## src/rtl/dsp_r_channel_ordered.sv

```systemverilog
// Purpose : AXI R-channel dispatcher; per-slave beat FIFOs drained to the master in AR-issue order.
// Latency : slave handshake to m_RVALID_o is 2 cycles with OUT_REG=1, 1 cycle with OUT_REG=0.
// Backpres: m_RREADY_i low fills the skid, then FIFO h; each sa_RREADY_o[k] drops only when FIFO k is full.
//
// Ports: ACLK_i/ARESET_i clock and sync active-high reset; ord_push_i/ord_slv_id_i/ord_ready_o record
// the target slave of each issued AR; sa_R*_i/sa_RREADY_o are the per-slave R channels packed slave k
// at [k*W +: W]; m_R*_o/m_RREADY_i are the master R channel; ost_cnt_o is the outstanding burst count.

// Generic circular FIFO. Pushes while full and pops while empty are ignored.
module dsp_r_fifo #(
    parameter int WIDTH = 8,
    parameter int DEPTH = 4
) (
    input  logic                     clk_i,
    input  logic                     rst_i,
    input  logic                     push_i,
    input  logic [WIDTH-1:0]         push_dat_i,
    input  logic                     pop_i,
    output logic [WIDTH-1:0]         head_dat_o,
    output logic [$clog2(DEPTH):0]   cnt_o
);
    localparam int AW = $clog2(DEPTH);

    logic [WIDTH-1:0] mem_q [DEPTH];
    logic [AW:0]      wptr_q, wptr_d;
    logic [AW:0]      rptr_q, rptr_d;
    logic             do_push, do_pop;

    // Extra pointer bit distinguishes full from empty.
    assign cnt_o      = wptr_q - rptr_q;
    assign do_push    = push_i & (cnt_o != (AW+1)'(DEPTH));
    assign do_pop     = pop_i & (cnt_o != '0);
    assign head_dat_o = mem_q[rptr_q[AW-1:0]];

    always_comb begin
        wptr_d = wptr_q + (AW+1)'(do_push);
        rptr_d = rptr_q + (AW+1)'(do_pop);
    end

    always_ff @(posedge clk_i) begin
        if (rst_i) begin
            wptr_q <= '0;
            rptr_q <= '0;
        end else begin
            wptr_q <= wptr_d;
            rptr_q <= rptr_d;
        end
    end

    always_ff @(posedge clk_i) begin
        if (do_push) begin
            mem_q[wptr_q[AW-1:0]] <= push_dat_i;
        end
    end
endmodule

module dsp_r_channel_ordered #(
    parameter int SLV_AMT         = 4,
    parameter int DATA_WIDTH      = 32,
    parameter int TRANS_MST_ID_W  = 5,
    parameter int TRANS_RD_RESP_W = 2,
    parameter int SLV_ID_W        = $clog2(SLV_AMT),
    parameter int DSP_RDATA_DEPTH = 16,
    parameter int OST_DEPTH       = 8,
    parameter int OUT_REG         = 1
) (
    input  logic                                  ACLK_i,
    input  logic                                  ARESET_i,
    input  logic                                  ord_push_i,
    input  logic [SLV_ID_W-1:0]                   ord_slv_id_i,
    output logic                                  ord_ready_o,
    input  logic [TRANS_MST_ID_W*SLV_AMT-1:0]     sa_RID_i,
    input  logic [DATA_WIDTH*SLV_AMT-1:0]         sa_RDATA_i,
    input  logic [TRANS_RD_RESP_W*SLV_AMT-1:0]    sa_RRESP_i,
    input  logic [SLV_AMT-1:0]                    sa_RLAST_i,
    input  logic [SLV_AMT-1:0]                    sa_RVALID_i,
    output logic [SLV_AMT-1:0]                    sa_RREADY_o,
    output logic [TRANS_MST_ID_W-1:0]             m_RID_o,
    output logic [DATA_WIDTH-1:0]                 m_RDATA_o,
    output logic [TRANS_RD_RESP_W-1:0]            m_RRESP_o,
    output logic                                  m_RLAST_o,
    output logic                                  m_RVALID_o,
    input  logic                                  m_RREADY_i,
    output logic [$clog2(OST_DEPTH+1)-1:0]        ost_cnt_o
);
    localparam int IDW = TRANS_MST_ID_W;
    localparam int RW  = TRANS_RD_RESP_W;
    // Beat payload {RID, RDATA, RRESP, RLAST}; RLAST sits at bit 0.
    localparam int PW  = IDW + DATA_WIDTH + RW + 1;
    localparam int FCW = $clog2(DSP_RDATA_DEPTH) + 1;
    localparam int OCW = $clog2(OST_DEPTH) + 1;

    logic [PW-1:0]       fifo_head [SLV_AMT];
    logic [FCW-1:0]      fifo_cnt  [SLV_AMT];
    logic [SLV_AMT-1:0]  fifo_empty;
    logic [SLV_AMT-1:0]  fifo_full;

    logic [SLV_ID_W-1:0] oq_head;
    logic [OCW-1:0]      oq_cnt;
    logic                oq_empty, oq_full, oq_pop;

    logic [PW-1:0]       sel_dat;
    logic                sel_empty;
    logic                int_vld, int_rdy, int_hs;
    logic                out_vld;
    logic [PW-1:0]       out_dat;

    // Order queue: slave ID of each issued AR, head is the slave currently owning the master R channel.
    assign oq_empty    = (oq_cnt == '0);
    assign oq_full     = (oq_cnt == OCW'(OST_DEPTH));
    assign ord_ready_o = ~oq_full & ~ARESET_i;
    assign ost_cnt_o   = oq_cnt;

    dsp_r_fifo #(.WIDTH(SLV_ID_W), .DEPTH(OST_DEPTH)) u_ord_q (
        .clk_i      (ACLK_i),
        .rst_i      (ARESET_i),
        .push_i     (ord_push_i & ord_ready_o),
        .push_dat_i (ord_slv_id_i),
        .pop_i      (oq_pop),
        .head_dat_o (oq_head),
        .cnt_o      (oq_cnt)
    );

    for (genvar k = 0; k < SLV_AMT; k++) begin : g_slv
        assign fifo_empty[k]  = (fifo_cnt[k] == '0);
        assign fifo_full[k]   = (fifo_cnt[k] == FCW'(DSP_RDATA_DEPTH));
        assign sa_RREADY_o[k] = ~fifo_full[k] & ~ARESET_i;

        dsp_r_fifo #(.WIDTH(PW), .DEPTH(DSP_RDATA_DEPTH)) u_beat_q (
            .clk_i      (ACLK_i),
            .rst_i      (ARESET_i),
            .push_i     (sa_RVALID_i[k] & sa_RREADY_o[k]),
            .push_dat_i ({sa_RID_i[k*IDW +: IDW], sa_RDATA_i[k*DATA_WIDTH +: DATA_WIDTH],
                          sa_RRESP_i[k*RW +: RW], sa_RLAST_i[k]}),
            .pop_i      (int_hs & (oq_head == SLV_ID_W'(k))),
            .head_dat_o (fifo_head[k]),
            .cnt_o      (fifo_cnt[k])
        );
    end

    // Only the head slave's FIFO is visible; other slaves keep buffering until their turn.
    always_comb begin
        sel_dat   = '0;
        sel_empty = 1'b1;
        for (int k = 0; k < SLV_AMT; k++) begin
            if (oq_head == SLV_ID_W'(k)) begin
                sel_dat   = fifo_head[k];
                sel_empty = fifo_empty[k];
            end
        end
    end

    assign int_vld = ~oq_empty & ~sel_empty;
    assign int_hs  = int_vld & int_rdy;
    // The burst's last beat retires its order entry so the next beat comes from the next slave.
    assign oq_pop  = int_hs & sel_dat[0];

    if (OUT_REG != 0) begin : g_out_reg
        logic [1:0] skid_cnt;

        // Two entries let the stage accept every cycle while the master keeps RREADY high.
        assign int_rdy = (skid_cnt != 2'd2);
        assign out_vld = (skid_cnt != 2'd0);

        dsp_r_fifo #(.WIDTH(PW), .DEPTH(2)) u_skid (
            .clk_i      (ACLK_i),
            .rst_i      (ARESET_i),
            .push_i     (int_hs),
            .push_dat_i (sel_dat),
            .pop_i      (out_vld & m_RREADY_i),
            .head_dat_o (out_dat),
            .cnt_o      (skid_cnt)
        );
    end else begin : g_out_comb
        assign int_rdy = m_RREADY_i;
        assign out_vld = int_vld;
        assign out_dat = sel_dat;
    end

    // Payload forced to zero while idle so reset and empty states present a clean bus.
    assign m_RVALID_o = out_vld;
    assign {m_RID_o, m_RDATA_o, m_RRESP_o, m_RLAST_o} = out_vld ? out_dat : '0;
endmodule

```

## config.mk

```make
export PLATFORM = sky130hd
export DESIGN_NAME = dsp_r_channel_ordered
export DESIGN_NICKNAME = d
export VERILOG_FILES = /design/src/rtl/dsp_r_channel_ordered.sv
export SDC_FILE = /design/constraint.sdc
export NUM_CORES = 2
export LEC_CHECK = 0
export CORE_MARGIN = 3
export CORE_UTILIZATION = 56
export DETAILED_ROUTE_END_ITERATION = 8
export PLACE_DENSITY = 0.8
export SLEW_MARGIN = 40
export SYNTH_ARGS = -nofsm -noshare
export SYNTH_HDL_FRONTEND = slang
export SYNTH_HIERARCHICAL = 1
export SYNTH_SLANG_ARGS = --single-unit
```

## constraint.sdc

```tcl
create_clock -name ACLK_i -period 10.2 [get_ports ACLK_i]
set_input_delay 3.06 -clock ACLK_i [delete_from_list [all_inputs] [get_ports ACLK_i]]
set_output_delay 3.06 -clock ACLK_i [all_outputs]
set_load 0.01 [all_outputs]
```

==> impl_metrics.csv <==
group,metric,value,unit
floorplanning,initial_core_util,56.71,%
power_and_ir_drop,total_power,23.28,mW
floorplanning,num_io_pins,220,
synth,synthesis.area,104500,sq um
drt,first_iter_violations,7677,
drt,drc,0,
setup_path,criticalPathCategory,"flip-flop to output pin",
synth,synth_top_area_share,76.33,%
setup_path,end_kind,"output pin",
timing,worstMarginPinSlew,874.9,ps
clock_network,clkTransAtPathRegs,60,ps
floorplanning,fp.dieW,438.0,um
global_route,grtUsageTotal,28.68,%
synth,synth_seq_area_share,77.33,%
clock_network,htreeDepth,5,
power_and_ir_drop,p_seq_share,53.2,%
setup_path,start_kind,"flip-flop",
finish,layout.cells.non_filler,7755,
timing,rsz0062_at_grt,"false",
worst_hold_path,worstHoldPathCells,2,
power_and_ir_drop,comb_power_share,4.5,%
drt,vias,52620,
finish,fill_cells,11070,
floorplanning,dieHeight,438.0,um
clock_network,clockRootBuffer,"clkbuf_16",
synth,yosys-top-cells-count,"2,656 x edfxtp_1, 684 x mux4_2, 320 x a22oi_1",
timing,min_period,7987,ps
global_route,grt_pass1_vias,53940,
global_route,grt-busiest-layer,"met2",
power_and_ir_drop,total_leakage_power,36.64,nW
synth,ys_ff_latch,2708,
timing,fin_crit_sh,78.31,%
setup_path,arrival,4930,ps
setup_path,r2r_cells,14,
power_and_ir_drop,peakVddDrop,142.8,uV
synth,synth_edf_count,2656,
place,place.gp.congestion,0.8422,
clock_network,clk_path_buf_depth,4,
synth,syn_inst,4647,
drt,first_pass_iters,7,
setup_path,cp.required,7140,ps
drt,wl_per_cell,35.27,um
timing,fin_skew,70.02,ps
run,drv_cap,0,
finish,area_growth,14.27,%
global_route,grtUsageMet3,6.586,%
clock_network,postCtsSetupBuffers,0,
clock_network,cts_resized,0,
clock_network,cts-buffers-inserted,278,
floorplanning,rows,157,
setup_path,path_max_fanout,11,
drt,totalWireLength,273500,um
synth,synth_area_leaders,"edfxtp_1 76%, mux4_2 15%, a22oi_1 2.3%",
timing,hold_slack,541.2,ps
global_route,met1_usage,37.15,%
timing,setup_viol,0,
clock_network,postCtsHoldBufs,0,
global_route,grt_max_degree,75,
power_and_ir_drop,power_switching_share,20.65,%
synth,synthesis.nets,4865,
floorplanning,die-area,191800,sq um
timing,clock.fmax,125.2,MHz
synth,yosys.cell_count.top_type,"edfxtp_1",
power_and_ir_drop,p_sw,4.809,mW
place,dp.cells,7226,
synth,synth_top_area_cell,"edfxtp_1",
finish,drive_gt1_share,25.72,%
clock_network,cts_tree,"yes",
worst_hold_path,hp-class,"flip-flop to flip-flop",
clock_network,cts.sinks,2708,
synth,synth_ff_type,"edfxtp_1",
timing,max-slew-margin-rel,41.54,%
global_route,grt_overflow_total,0,
drt,drtAntennaViolNets,0,
clock_network,clock_latency,930,ps
timing,final_hold_viol_count,0,
global_route,use_met2,44.46,%
synth,async_flop_share,0,%
synth,avgSynthCellArea,22.48,sq um
floorplanning,coreArea,184300,sq um
power_and_ir_drop,power.internal,18.47,mW
outcome,outcome,"completed",
global_route,grt_pass1_wl,391600,um
drt,via_per_inst,6.786,
synth,yosysWarnings,6,
place,placement.io_buffers,219,
place,hpwl,146500,um
finish,final_net_count,5264,
global_route,antenna_found_initial,62,
synth,yosysUniqueCellTypes,47,
power_and_ir_drop,powerDensity,195.0,nW/um^2
timing,slew_violations,0,
power_and_ir_drop,pwr-share-clk,42.3,%
==> routing by layer <==
metal	share of wire (%)	routed length, um
met1	34	92040
met2	48	131000
met3	11	30810
met4	7.1	19520
met5	0.037	100
==> state kept, by name, summed over array words and instances, names as in the netlist <==
name / flops
g_out_reg.u_skid/rptr_q: 2
u_ord_q/rptr_q: 4
g_out_reg.u_skid/mem_q: 80
u_ord_q/mem_q: 16
g_slv.u_beat_q/rptr_q: 20
u_ord_q/wptr_q: 4
g_out_reg.u_skid/wptr_q: 2
g_slv.u_beat_q/mem_q: 2560
g_slv.u_beat_q/wptr_q: 20
==> final timing paths <==
check                                                       startpoint  slack (ps)                                  endpoint
worst min-delay path            g_slv[1].u_beat_q/rptr_q[4]$_SDFF_PP0_         540    g_slv[1].u_beat_q/rptr_q[4]$_SDFF_PP0_
worst max-delay path            g_slv[0].u_beat_q/wptr_q[0]$_SDFF_PP0_        2210                            sa_RREADY_o[0]
worst max register to register  g_slv[1].u_beat_q/wptr_q[0]$_SDFF_PP0_        4390  g_slv[1].u_beat_q/mem_q[8][14]$_DFFE_PP_
worst min register to register  g_slv[1].u_beat_q/rptr_q[4]$_SDFF_PP0_         540    g_slv[1].u_beat_q/rptr_q[4]$_SDFF_PP0_
==> through the flow <==
stage	TNS (ps)	utilization [%]	area, sq um	setup WS [ps]
2_1_floorplan	-108400	-	104500	-584.2
3_3_place_gp	0	59.82	110200	2385
3_5_place_dp	0	60.01	110600	2521
4_1_cts	0	64.70	119200	2179
5_1_grt	0	64.77	119300	2026
6_report	0	64.80	119400	2213
==> worst max-delay path: stages, from the launching register on <==
cell,delay (ps)
dfxtp_1,740
clkinv_1,610
ha_1,440
fa_1,440
nand2b_1,180
a21oi_2,230
xnor2_4,220
buf_8,240
a21oi_1,310
clkdlybuf4s50_1,620
==> logic make-up (layout without fill, tap and decap cells) <==
kind of cell,count (synthesis),in the layout,synth area share [%]
other,0,49,0
and+or+nand+nor,416,416,1.898
adders and majority gates,48,48,0.6107
DFF,2708,2708,77.33
xor gates and xnor gates,50,50,0.4622
muxes,728,728,15.23
AOI/OAI and AO/OA,411,411,3.081
buffers and inverters,286,881,1.393
==> placed cells by master (no fill, tap or decap), drive strengths merged, types with 2 or more instances in the layout <==
cell type,instances
a2111oi,36
a211oi,12
a21boi,5
a21oi,29
a22oi,320
and2,10
buf,148
bufinv,26
clkbuf,355
clkdlybuf4s50,218
clkinv,88
clkinvlp,4
dfxtp,52
diode,49
edfxtp,2656
fa,5
ha,43
inv,42
mux2,44
mux4,684
nand2,192
nand2b,12
nand3,29
nand3b,5
nand4,8
nor2,64
nor2b,66
nor3,8
nor3b,8
nor4,5
nor4b,5
o21a,2
o41a,4
or4,2
xnor2,26
xor2,24
==> cell type report <==
class	instances	area, sq um	share of cell area, %
diodes	49	122.6	0.1027
clock buffers	354	7400	6.197
clock inverters	122	1249	1.046
inverters	38	142.6	0.1195
multi-input cells	1653	23040	19.30
flip-flops and latches	2708	80830	67.70
well taps	2464	3083	2.582
repair buffers	367	3532	2.958
==> power by group through the flow <==
stage	Sequential (mW)	Clock [mW]	Combinational (mW)
3_5_place_dp	12.6	0	1.01
2_1_floorplan	12.6	0	0.464
5_1_grt	12.4	10.3	1.09
6_report	12.4	9.86	1.05
4_1_cts	12.4	9.93	1.03
3_3_place_gp	12.6	0	0.953
Note: power is estimated with default switching activity, not from simulation.
